===== src/rtl/ihex_pkg.sv =====
// Shared Intel HEX definitions: record types, ASCII codes, nibble encoder and
// the writer FSM state encoding. Also used by the Intel HEX parser.
package ihex_pkg;

    localparam logic [7:0] IHEX_TYPE_DATA = 8'h00;
    localparam logic [7:0] IHEX_TYPE_EOF  = 8'h01;

    localparam logic [7:0] ASCII_COLON = 8'h3A;
    localparam logic [7:0] ASCII_CR    = 8'h0D;
    localparam logic [7:0] ASCII_LF    = 8'h0A;
    localparam logic [7:0] ASCII_ZERO  = 8'h30;
    localparam logic [7:0] ASCII_UPPER_A = 8'h41;

    typedef enum logic [3:0] {
        S_IDLE, S_COLON, S_LEN, S_ADDR_HI, S_ADDR_LO, S_TYPE,
        S_FETCH, S_DATA, S_CSUM, S_EOL, S_EOF, S_DONE
    } ihex_state_t;

    function automatic logic [7:0] nibble_to_ascii(input logic [3:0] nib);
        if (nib < 4'd10)
            return ASCII_ZERO + {4'h0, nib};
        else
            return ASCII_UPPER_A + {4'h0, nib - 4'd10};
    endfunction

endpackage


===== src/rtl/ihex_writer.sv =====
// Streams a memory range out as Intel HEX text over a ready/valid character port.
// Build option: define IHEX_WRITER_CRLF_EN to end lines with CR LF instead of LF.
//
// state      | meaning
// S_IDLE     | waiting for i_start
// S_COLON    | emit ':' and size the record
// S_LEN      | emit LL
// S_ADDR_HI  | emit address high byte (00 for EOF)
// S_ADDR_LO  | emit address low byte (00 for EOF)
// S_TYPE     | emit record type
// S_FETCH    | one-cycle memory read strobe
// S_DATA     | capture read byte, then emit it
// S_CSUM     | emit checksum
// S_EOL      | emit line ending
// S_EOF      | arm the EOF record, then reuse the record path
// S_DONE     | one-cycle done pulse
module ihex_writer
    import ihex_pkg::*;
#(
    parameter int unsigned RECORD_LEN = 16
) (
    input  logic        i_clk,
    input  logic        i_rst,
    input  logic        i_start,
    input  logic [15:0] i_start_addr,
    input  logic [15:0] i_length,
    output logic        o_mem_read_en,
    output logic [15:0] o_mem_addr,
    input  logic [7:0]  i_mem_data,
    output logic [7:0]  o_tx_data,
    output logic        o_tx_valid,
    input  logic        i_tx_ready,
    output logic        o_idle,
    output logic        o_done
);

`ifdef IHEX_WRITER_CRLF_EN
    localparam bit CRLF = 1'b1;
`else
    localparam bit CRLF = 1'b0;
`endif

    localparam logic [16:0] REC_LEN17 = 17'(RECORD_LEN);
    localparam logic [7:0]  REC_LEN8  = 8'(RECORD_LEN);

    ihex_state_t state, state_next;

    logic        nib;
    logic [15:0] addr;
    logic [15:0] remaining;
    logic [7:0]  rec_len;
    logic [7:0]  cnt;
    logic [7:0]  csum;
    logic [7:0]  data_byte;
    logic        fetch_pending;
    logic        eof_rec;

    logic [7:0]  byte_val;
    logic [7:0]  ll;
    logic [16:0] room;
    logic [16:0] rem17;
    logic        xfer;
    logic        char_last;
    logic        eol_last;

    always_comb begin
        room  = 17'h10000 - {1'b0, addr};
        rem17 = {1'b0, remaining};
        if (eof_rec)
            ll = 8'h00;
        else if (rem17 <= room && rem17 < REC_LEN17)
            ll = remaining[7:0];
        else if (room < REC_LEN17)
            ll = room[7:0];
        else
            ll = REC_LEN8;
    end

    always_comb begin
        byte_val = 8'h00;
        case (state)
            S_LEN:     byte_val = rec_len;
            S_ADDR_HI: byte_val = eof_rec ? 8'h00 : addr[15:8];
            S_ADDR_LO: byte_val = eof_rec ? 8'h00 : addr[7:0];
            S_TYPE:    byte_val = eof_rec ? IHEX_TYPE_EOF : IHEX_TYPE_DATA;
            S_DATA:    byte_val = data_byte;
            S_CSUM:    byte_val = 8'h00 - csum;
            default:   byte_val = 8'h00;
        endcase
    end

    assign o_tx_valid = (state inside {S_COLON, S_LEN, S_ADDR_HI, S_ADDR_LO,
                                       S_TYPE, S_CSUM, S_EOL})
                        || (state == S_DATA && !fetch_pending);
    assign xfer      = o_tx_valid && i_tx_ready;
    assign eol_last  = CRLF ? nib : 1'b1;
    assign char_last = (state == S_COLON) ? 1'b1 :
                       (state == S_EOL)   ? eol_last : nib;

    always_comb begin
        o_tx_data = 8'h00;
        case (state)
            S_IDLE, S_FETCH, S_EOF, S_DONE: o_tx_data = 8'h00;
            S_COLON: o_tx_data = ASCII_COLON;
            S_EOL:   o_tx_data = (CRLF && !nib) ? ASCII_CR : ASCII_LF;
            default: o_tx_data = nibble_to_ascii(nib ? byte_val[3:0] : byte_val[7:4]);
        endcase
    end

    assign o_mem_read_en = (state == S_FETCH);
    assign o_mem_addr    = addr;
    assign o_idle        = (state == S_IDLE);
    assign o_done        = (state == S_DONE);

    always_ff @(posedge i_clk or posedge i_rst) begin
        if (i_rst)
            state <= S_IDLE;
        else
            state <= state_next;
    end

    always_comb begin
        state_next = state;
        case (state)
            S_IDLE:    if (i_start) state_next = (i_length == 16'h0000) ? S_EOF : S_COLON;
            S_COLON:   if (xfer) state_next = S_LEN;
            S_LEN:     if (xfer && nib) state_next = S_ADDR_HI;
            S_ADDR_HI: if (xfer && nib) state_next = S_ADDR_LO;
            S_ADDR_LO: if (xfer && nib) state_next = S_TYPE;
            S_TYPE:    if (xfer && nib) state_next = eof_rec ? S_CSUM : S_FETCH;
            S_FETCH:   state_next = S_DATA;
            S_DATA:    if (xfer && nib) state_next = (cnt == 8'd1) ? S_CSUM : S_FETCH;
            S_CSUM:    if (xfer && nib) state_next = S_EOL;
            // After the EOF record's line ending the dump is finished.
            S_EOL: if (xfer && eol_last) begin
                if (eof_rec)
                    state_next = S_DONE;
                else if (remaining != 16'h0000)
                    state_next = S_COLON;
                else
                    state_next = S_EOF;
            end
            S_EOF:     state_next = S_COLON;
            S_DONE:    state_next = S_IDLE;
            default:   state_next = S_IDLE;
        endcase
    end

    always_ff @(posedge i_clk or posedge i_rst) begin
        if (i_rst) begin
            nib           <= 1'b0;
            addr          <= 16'h0000;
            remaining     <= 16'h0000;
            rec_len       <= 8'h00;
            cnt           <= 8'h00;
            csum          <= 8'h00;
            data_byte     <= 8'h00;
            fetch_pending <= 1'b0;
            eof_rec       <= 1'b0;
        end else begin
            if (xfer)
                nib <= !char_last;
            case (state)
                S_IDLE: if (i_start) begin
                    addr      <= i_start_addr;
                    remaining <= i_length;
                    eof_rec   <= 1'b0;
                    nib       <= 1'b0;
                end
                S_COLON: if (xfer) begin
                    rec_len <= ll;
                    cnt     <= ll;
                    csum    <= 8'h00;
                end
                S_LEN, S_ADDR_HI, S_ADDR_LO, S_TYPE:
                    if (xfer && nib) csum <= csum + byte_val;
                S_FETCH: fetch_pending <= 1'b1;
                S_DATA: begin
                    if (fetch_pending) begin
                        data_byte     <= i_mem_data;
                        fetch_pending <= 1'b0;
                        addr          <= addr + 16'd1;
                        remaining     <= remaining - 16'd1;
                    end else if (xfer && nib) begin
                        csum <= csum + byte_val;
                        cnt  <= cnt - 8'd1;
                    end
                end
                S_EOF: eof_rec <= 1'b1;
                default: ;
            endcase
        end
    end

endmodule


===== config.mk =====
export PLATFORM = sky130hd
export DESIGN_NAME = ihex_writer
export DESIGN_NICKNAME = d
export VERILOG_FILES = /design/src/rtl/ihex_pkg.sv /design/src/rtl/ihex_writer.sv
export SDC_FILE = /design/constraint.sdc
export NUM_CORES = 1
export LEC_CHECK = 0
export CAP_MARGIN = 20
export CORE_ASPECT_RATIO = 0.6
export CORE_UTILIZATION = 57
export DETAILED_ROUTE_END_ITERATION = 12
export MAX_ROUTING_LAYER = met4
export PLACE_DENSITY = 0.82
export SYNTH_ARGS = -nofsm -noshare
export SYNTH_HDL_FRONTEND = slang
export SYNTH_SLANG_ARGS = --single-unit

===== constraint.sdc =====
create_clock -name i_clk -period 4.7 [get_ports i_clk]
set_input_delay 0.94 -clock i_clk [delete_from_list [all_inputs] [get_ports i_clk]]
set_output_delay 0.94 -clock i_clk [all_outputs]
set_load 0.1 [all_outputs]

==> summary.md, run 1 <==
| Metric | Value |
|---|---|
| Status | `completed` |
| Final Skew | `0.00733 ns` |
| Total congestion overflow | `0` |
| Internal power | `2.58 mW` |
| Leakage power | `2.85 nW` |
| Share of the synthesized area in the top cell type | `0.309` |
| Worst EP arrival | `3.61 ns` |
| Xor/xnor share of the synthesized area | `0.0397` |
| Die area | `10,500 um2` |
| Final period util | `0.968` |
| DRT antenna net count | `0` |
| Seq/Total Area, Yosys | `0.309` |
| Root buffer cell | `clkbuf_16` |
| Post-CTS setup buffer count | `0` |
| P&R area growth vs syn | `20.8%` |
| Avg WL per Cell | `19.6 um` |
| Final setup fails | `0` |
| Clk sink count | `71` |
| Share of cells above drive strength 1 | `0.0932` |
| Switching Share | `0.559` |
| Buf/Inv on CP | `2` |
| Drt via density | `6.61` |
| Adder-Cell Fraction of Synth Area | `0.0710` |
| Synth top area cells | `dfrtp_1 (31%), ha_1 (6.8%), a21oi_1 (6.6%)` |
| Seq pwr share | `0.205` |
| I/O pins | `72` |
| Initial core utilization | `0.607` |
| Count of different cell masters after synthesis | `72` |
| Clock latency on the worst-skew pair | `0.34 ns` |
| Crit path time final | `4.55 ns` |
| Finished Core Util | `0.733` |
| Startpoint Class | `register` |
| Hold-fix buffer count after cts | `0` |
| Gates resized, CTS repair | `0` |
| Worst slew pin tran | `1.03 ns` |
| Simple-Gate Fraction of Synth Area | `0.258` |
| Num CTS Buffers | `9` |
| Synth area leader | `dfrtp_1` |
| Slowest stage delay, CP | `0.78 ns` |
| Mux share of post-synthesis cell area | `0.0296` |
| Slew HR | `0.310` |
| EDFF count, synth | `0` |
| Drt drc | `0` |
| Final GP Congestion | `0.945` |
| Vias in the first global route | `5,413` |
| CTS H-tree lvls | `3` |
| Die X-Extent | `132 um` |
| CP delay by family, top | `compound AO/OA/AOI/OAI gates` |
| Max Cap Viol | `0` |
| Maximum fanout along the worst path | `7` |
| WP data required | `3.76 ns` |
| Largest net degree at the start of global routing | `52` |
| Switching pwr | `3.28 mW` |
| Kind of critical path | `reg -> out` |
| GRT Total Usage | `0.369` |
| Gate power share | `0.676` |
| NumNets Final | `855` |
| Synth Area in Compound Gates | `0.239` |
| Slew Limit Fails | `0` |
| Count of input and output buffers | `70` |
| Row cnt | `27` |
| Max Fclk | `0.220 GHz` |
| Largest family of logic cells by synthesized area | `simple AND/OR/NAND/NOR gates` |
| Crit path capture type | `output port` |
| PwrDens | `844 nW/um2` |
| Clock network fraction of design power | `0.119` |
| Initial DRC Count | `647` |
| Post-Syn Area | `5740 um2` |
| Routed via count | `6,031` |
| Ys flop type | `dfrtp_1` |
| HP Class | `reg -> reg` |
| Antenna cells | `0` |
| Mapped Nets | `807` |
| #FFs+latches synth | `71` |
| Hpwl dp | `12,900 um` |
| Ys Warns | `0` |
| Cells after Synth | `731` |
| Total Power | `5.86 mW` |
| Syn_area_per_cell | `7.85 um2` |
| Router iterations before antenna repair | `8` |
| CP Cell Sequence | `nor4_1 > buf_4 > a211oi_1 > a221o_1 > o41ai_1 > ha_1 > nand3b_1 > nand2_1 > nor3_1 > o22ai_2 > buf_12` |
| RSZ-0062 raised after global routing | `false` |
| Drt total wl | `17,900 um` |
| Clock Pin Slew Worst Setup and Hold Paths | `0.06 ns` |
| VDD IR max | `498 uV` |
| Ys async rst share | `1.00` |
| CTS tree | `built` |
| Fillers | `737` |
| Clock Path Buffers | `2` |
| Initial antenna violation count | `0` |
| Die Y | `79.7 um` |
| First-pass GRT wire length | `29,000 um` |
| Final hold vios | `0` |
| Area of the core | `9460 um2` |
| Slowest-stage cell, CP | `o41ai_1` |
## cells by family (layout without fill, tap and decap cells)
| kind of cell | Yosys count | after routing |
|---|---|---|
| AND/OR/NAND/NOR | 286 | 286 |
| XOR/XNOR | 26 | 26 |
| buffers and inverters | 76 | 128 |
| AO/OA/AOI/OAI | 223 | 223 |
| flip-flops | 71 | 71 |
| adder cells (fa/ha/maj) | 32 | 32 |
| other | 1 | 1 |
| multiplexers | 16 | 16 |
## final cells by class
type | count | area [um2] | share of cell area
inverters | 22 | 82.6 | 0.0119
flip-flops and latches | 71 | 1780 | 0.256
clock buffers | 9 | 225 | 0.0325
clock inverters | 6 | 70.1 | 0.0101
multi-input cells | 584 | 3690 | 0.532
repair buffers | 91 | 928 | 0.134
well taps | 130 | 163 | 0.0234
## cell usage after synthesis (5+ instances only)
cell	count
a211oi_1	7
a21o_1	5
a21oi_1	76
a221o_1	5
a31oi_1	6
and2_1	12
and3_1	8
and4_1	5
clkbuf_1	46
dfrtp_1	71
ha_1	31
inv_1	22
mux2_2	8
mux2i_1	8
nand2_1	63
nand2b_1	6
nand3_1	25
nand3b_1	5
nand4_1	8
nor2_1	63
nor2b_1	7
nor3_1	34
nor3b_1	6
nor4_1	12
o211ai_1	6
o21a_1	6
o21ai_0	55
o22ai_1	12
o31ai_1	9
or3_1	7
or4_1	7
xnor2_1	10
xor2_1	16
## layer usage
layer,vias to the layer above,global-route usage,share of wire
met3,34,0.0895,0.12
met1,2836,0.527,0.45
met4,0,0.0826,0.014
met5,-,-,0
met2,385,0.525,0.41
li1,2776,-,-
## placed cells by master, fill, tap and decap left out, types with 8 or more instances in the layout
cell type / n
xnor2_1: 9
ha_1: 31
buf_4: 24
nor3_1: 34
o31ai_1: 9
dfrtp_1: 71
nor2_1: 62
clkbuf_16: 9
a21oi_1: 76
xor2_1: 16
o22ai_1: 10
mux2_2: 8
nor4_1: 12
clkdlybuf4s50_1: 60
nand2_1: 63
o21ai_0: 55
and3_1: 8
and2_1: 12
nand3_1: 25
inv_1: 21
nand4_1: 8
## power by group through the flow
stage	Sequential, mW	Clock (mW)	Combinational (mW)
3_3_place_gp	1.18	0	3.76
3_5_place_dp	1.19	0	3.86
4_1_cts	1.19	0.697	3.88
2_1_floorplan	1.52	0	2.45
6_report	1.20	0.697	3.96
5_1_grt	1.24	0.725	4.23
## stage by stage
step | setup slack, ns | hold WS (ns) | instance area [um2] | instances | TNS [ns]
3_5_place_dp | 0.504 | 0.465 | 6610 | 897 | 0
3_3_place_gp | 0.602 | 0.461 | 6610 | 897 | 0
6_report | 0.151 | 0.483 | 6940 | 913 | 0
2_1_floorplan | -0.277 | 0.438 | 5770 | 731 | -0.282
4_1_cts | 0.230 | 0.477 | 6910 | 912 | 0
5_1_grt | 0.0789 | 0.500 | 6940 | 913 | 0
## path summary, 6_finish.rpt
check                               end     startpoint  slack, ns  cells past startpoint
setup / recovery           o_tx_data[4]        csum[2]       0.15                     11
hold / removal                   cnt[7]         cnt[7]       0.48                      1
setup reg to reg             rec_len[1]  o_mem_addr[0]       0.52                     14
max in group asynchronous  remaining[4]          i_rst       2.63                      3
hold reg to reg                  cnt[7]         cnt[7]       0.48                      1
min in group asynchronous       csum[4]          i_rst       1.11                      2
## sequential cells by signal, summed over array words and instances (netlist names)
signal         cells
fetch_pending      1
o_mem_addr        16
data_byte          8
csum               8
nib                1
eof_rec            1
rec_len            8
cnt                8
state              4
remaining         16
(Power assumes the default switching activity.)
==> run 2: changes to the inputs <==
--- a/config.mk
+++ b/config.mk
@@ -9,8 +9,11 @@
 export CORE_ASPECT_RATIO = 0.6
 export CORE_UTILIZATION = 57
 export DETAILED_ROUTE_END_ITERATION = 12
+export HOLD_SLACK_MARGIN = 0.12
 export MAX_ROUTING_LAYER = met4
 export PLACE_DENSITY = 0.82
+export SETUP_SLACK_MARGIN = 0.05
+export SLEW_MARGIN = 10
 export SYNTH_ARGS = -nofsm -noshare
 export SYNTH_HDL_FRONTEND = slang
 export SYNTH_SLANG_ARGS = --single-unit
==> run 2 against run 1 <==
- clock power grew 2%
- count of clock-buffer cells in the layout is 2 higher
- largest cell class unchanged
- sequential power is essentially flat
- routed wire length rose by 0.27%
- largest power group unchanged
- utilization is 0.093 points higher
- clock skew increased by 0.00076 ns
- sequential share of layout area is essentially flat
- register-to-register slack worse by 0.15 ns
- die area unchanged
- via count grew 0.23%
- hold slack worse by 0.0021 ns
- global-route usage is essentially flat
==> summary.md, run 2 (same netlist as run 1, synthesis figures left out) <==
| Metric | Value |
|---|---|
| CTS H-tree lvls | `3` |
| Crit path time final | `4.33 ns` |
| Kind of critical path | `reg -> reg` |
| CTS tree | `built` |
| Die Y | `79.7 um` |
| Total congestion overflow | `0` |
| Initial antenna violation count | `0` |
| Count of input and output buffers | `70` |
| Switching Share | `0.557` |
| WP data required | `4.95 ns` |
| Placed cell areas | `6630 um2` |
| Commonest non-fill, non-tap cell in the layout | `a21oi_1` |
| Post-Layout Inst Area | `6950 um2` |
| Final setup fails | `0` |
| Clock Path Buffers | `2` |
| Seq pwr share | `0.204` |
| Initial core utilization | `0.607` |
| Switching pwr | `3.26 mW` |
| Die area | `10,500 um2` |
| Largest net degree at the start of global routing | `72` |
| Slew HR | `0.329` |
| Clock network fraction of design power | `0.122` |
| Final period util | `0.922` |
| Final Skew | `0.00809 ns` |
| Post-route setup slack | `0.368 ns` |
| Die X-Extent | `132 um` |
| Drt total wl | `17,900 um` |
| GRT Total Usage | `0.369` |
| Leakage power | `2.87 nW` |
| Final GP Congestion | `0.954` |
| Routed via count | `6,045` |
| Clk sink count | `71` |
| Slew Limit Fails | `0` |
| Antenna cells | `0` |
| NumNets Final | `856` |
| Internal power | `2.60 mW` |
| Clock Pin Slew Worst Setup and Hold Paths | `0.06 ns` |
| Final hold vios | `0` |
| Max Cap Viol | `0` |
| Share of cells above drive strength 1 | `0.101` |
| Pre-CTS WS | `0.511 ns` |
| VDD IR max | `463 uV` |
| Initial DRC Count | `732` |
| Router iterations before antenna repair | `5` |
| PwrDens | `844 nW/um2` |
| Drt drc | `0` |
| Most frequent cells in the layout | `a21oi_1 (76), dfrtp_1 (70), nand2_1 (63)` |
| Drt via density | `6.61` |
| Worst slew pin tran | `1.00 ns` |
| Fillers | `731` |
| Post-CTS setup buffer count | `0` |
| RSZ-0062 raised after global routing | `false` |
| HP Class | `reg -> reg` |
| Vias in the first global route | `5,620` |
| Startpoint Class | `register` |
| Root buffer cell | `clkbuf_16` |
| Maximum fanout along the worst path | `8` |
| Gate power share | `0.674` |
| Status | `completed` |
| Hpwl dp | `13,100 um` |
| Avg WL per Cell | `19.6 um` |
| First-pass GRT wire length | `29,400 um` |
| DRT antenna net count | `0` |
| Clock latency on the worst-skew pair | `0.34 ns` |
| Row cnt | `27` |
| Worst EP arrival | `4.58 ns` |
| Max Fclk | `0.231 GHz` |
| Area of the core | `9460 um2` |
| Num CTS Buffers | `9` |
| I/O pins | `72` |
| Crit path capture type | `register` |
| P&R area growth vs syn | `21.0%` |
-- run 2: cell count changes in the layout (fill, tap and decap cells not counted), moves of 2 or more --
| cell | before | now |
|---|---|---|
| buf_4 | 24 | 27 |
| clkinvlp_4 | 3 | 1 |
| inv_6 | 2 | 0 |
| clkinv_2 | 0 | 2 |
| clkbuf_8 | 0 | 2 |
-- run 2: what timing repair did --
action,CTS,global route
resized for setup,0,1
hold buffers,0,0
endpoints found under the setup margin,0,1
-- run 2: stage by stage --
step | power (mW) | hold slack [ns] | TNS [ns] | std cells | utilization
2_1_floorplan | 3.97 | 0.438 | -0.282 | 731 | -
3_3_place_gp | 4.95 | 0.460 | 0 | 899 | 0.701
3_5_place_dp | 5.07 | 0.466 | 0 | 899 | 0.701
4_1_cts | 5.79 | 0.477 | 0 | 915 | 0.733
5_1_grt | 6.21 | 0.487 | 0 | 915 | 0.734
6_report | 5.86 | 0.481 | 0 | 915 | 0.734
-- run 2: critical path: stages, from the launching register on --
cell and delay, ns:
dfrtp_2 0.40, inv_1 0.10, ha_1 0.22, or4b_4 0.50, or4_1 0.58, nor2_1 0.17
xor2_1 0.16, ha_1 0.26, a21o_1 0.19, a221o_1 0.35, a31oi_1 0.15, o21ai_0 0.11
a21boi_1 0.30, or4b_2 0.64, o211ai_1 0.12
-- run 2: path summary, 6_finish.rpt --
check / start / to / slack (ns) / cells past startpoint
min in group asynchronous: i_rst / csum[5] / 1.20 / 3
min reg2reg: cnt[6] / cnt[6] / 0.48 / 1
max: o_mem_addr[0] / rec_len[1] / 0.37 / 14
max in group asynchronous: i_rst / o_mem_addr[0] / 2.78 / 3
max reg2reg: o_mem_addr[0] / rec_len[1] / 0.37 / 14
min: cnt[6] / cnt[6] / 0.48 / 1
-- run 2: power by group through the flow --
| stage | Clock [mW] | Sequential (mW) | Combinational, mW |
|---|---|---|---|
| finish | 0.713 | 1.20 | 3.95 |
| global route | 0.749 | 1.23 | 4.24 |
| global placement | 0 | 1.17 | 3.78 |
| CTS | 0.716 | 1.18 | 3.90 |
| detailed placement | 0 | 1.19 | 3.88 |
| floorplan | 0 | 1.52 | 2.45 |
-- run 2: layer usage --
| layer | wire length (um) | vias to the layer above | GRT usage | part of all wire |
|---|---|---|---|---|
| met5 | 0 | - | - | 0 |
| met4 | 166 | 0 | 0.0895 | 0.0093 |
| met3 | 2360 | 22 | 0.107 | 0.13 |
| met2 | 7450 | 396 | 0.529 | 0.42 |
| met1 | 7950 | 2839 | 0.510 | 0.44 |
| li1 | - | 2788 | - | - |
-- run 2: cell type report --
cell class	count	area [um2]	share of cell area
repair buffers	92	913	0.132
well taps	130	163	0.0234
inverters	22	82.6	0.0119
clock buffers	11	253	0.0364
clock inverters	5	56.3	0.00811
multi-input cells	584	3700	0.533
flip-flops and latches	71	1780	0.256
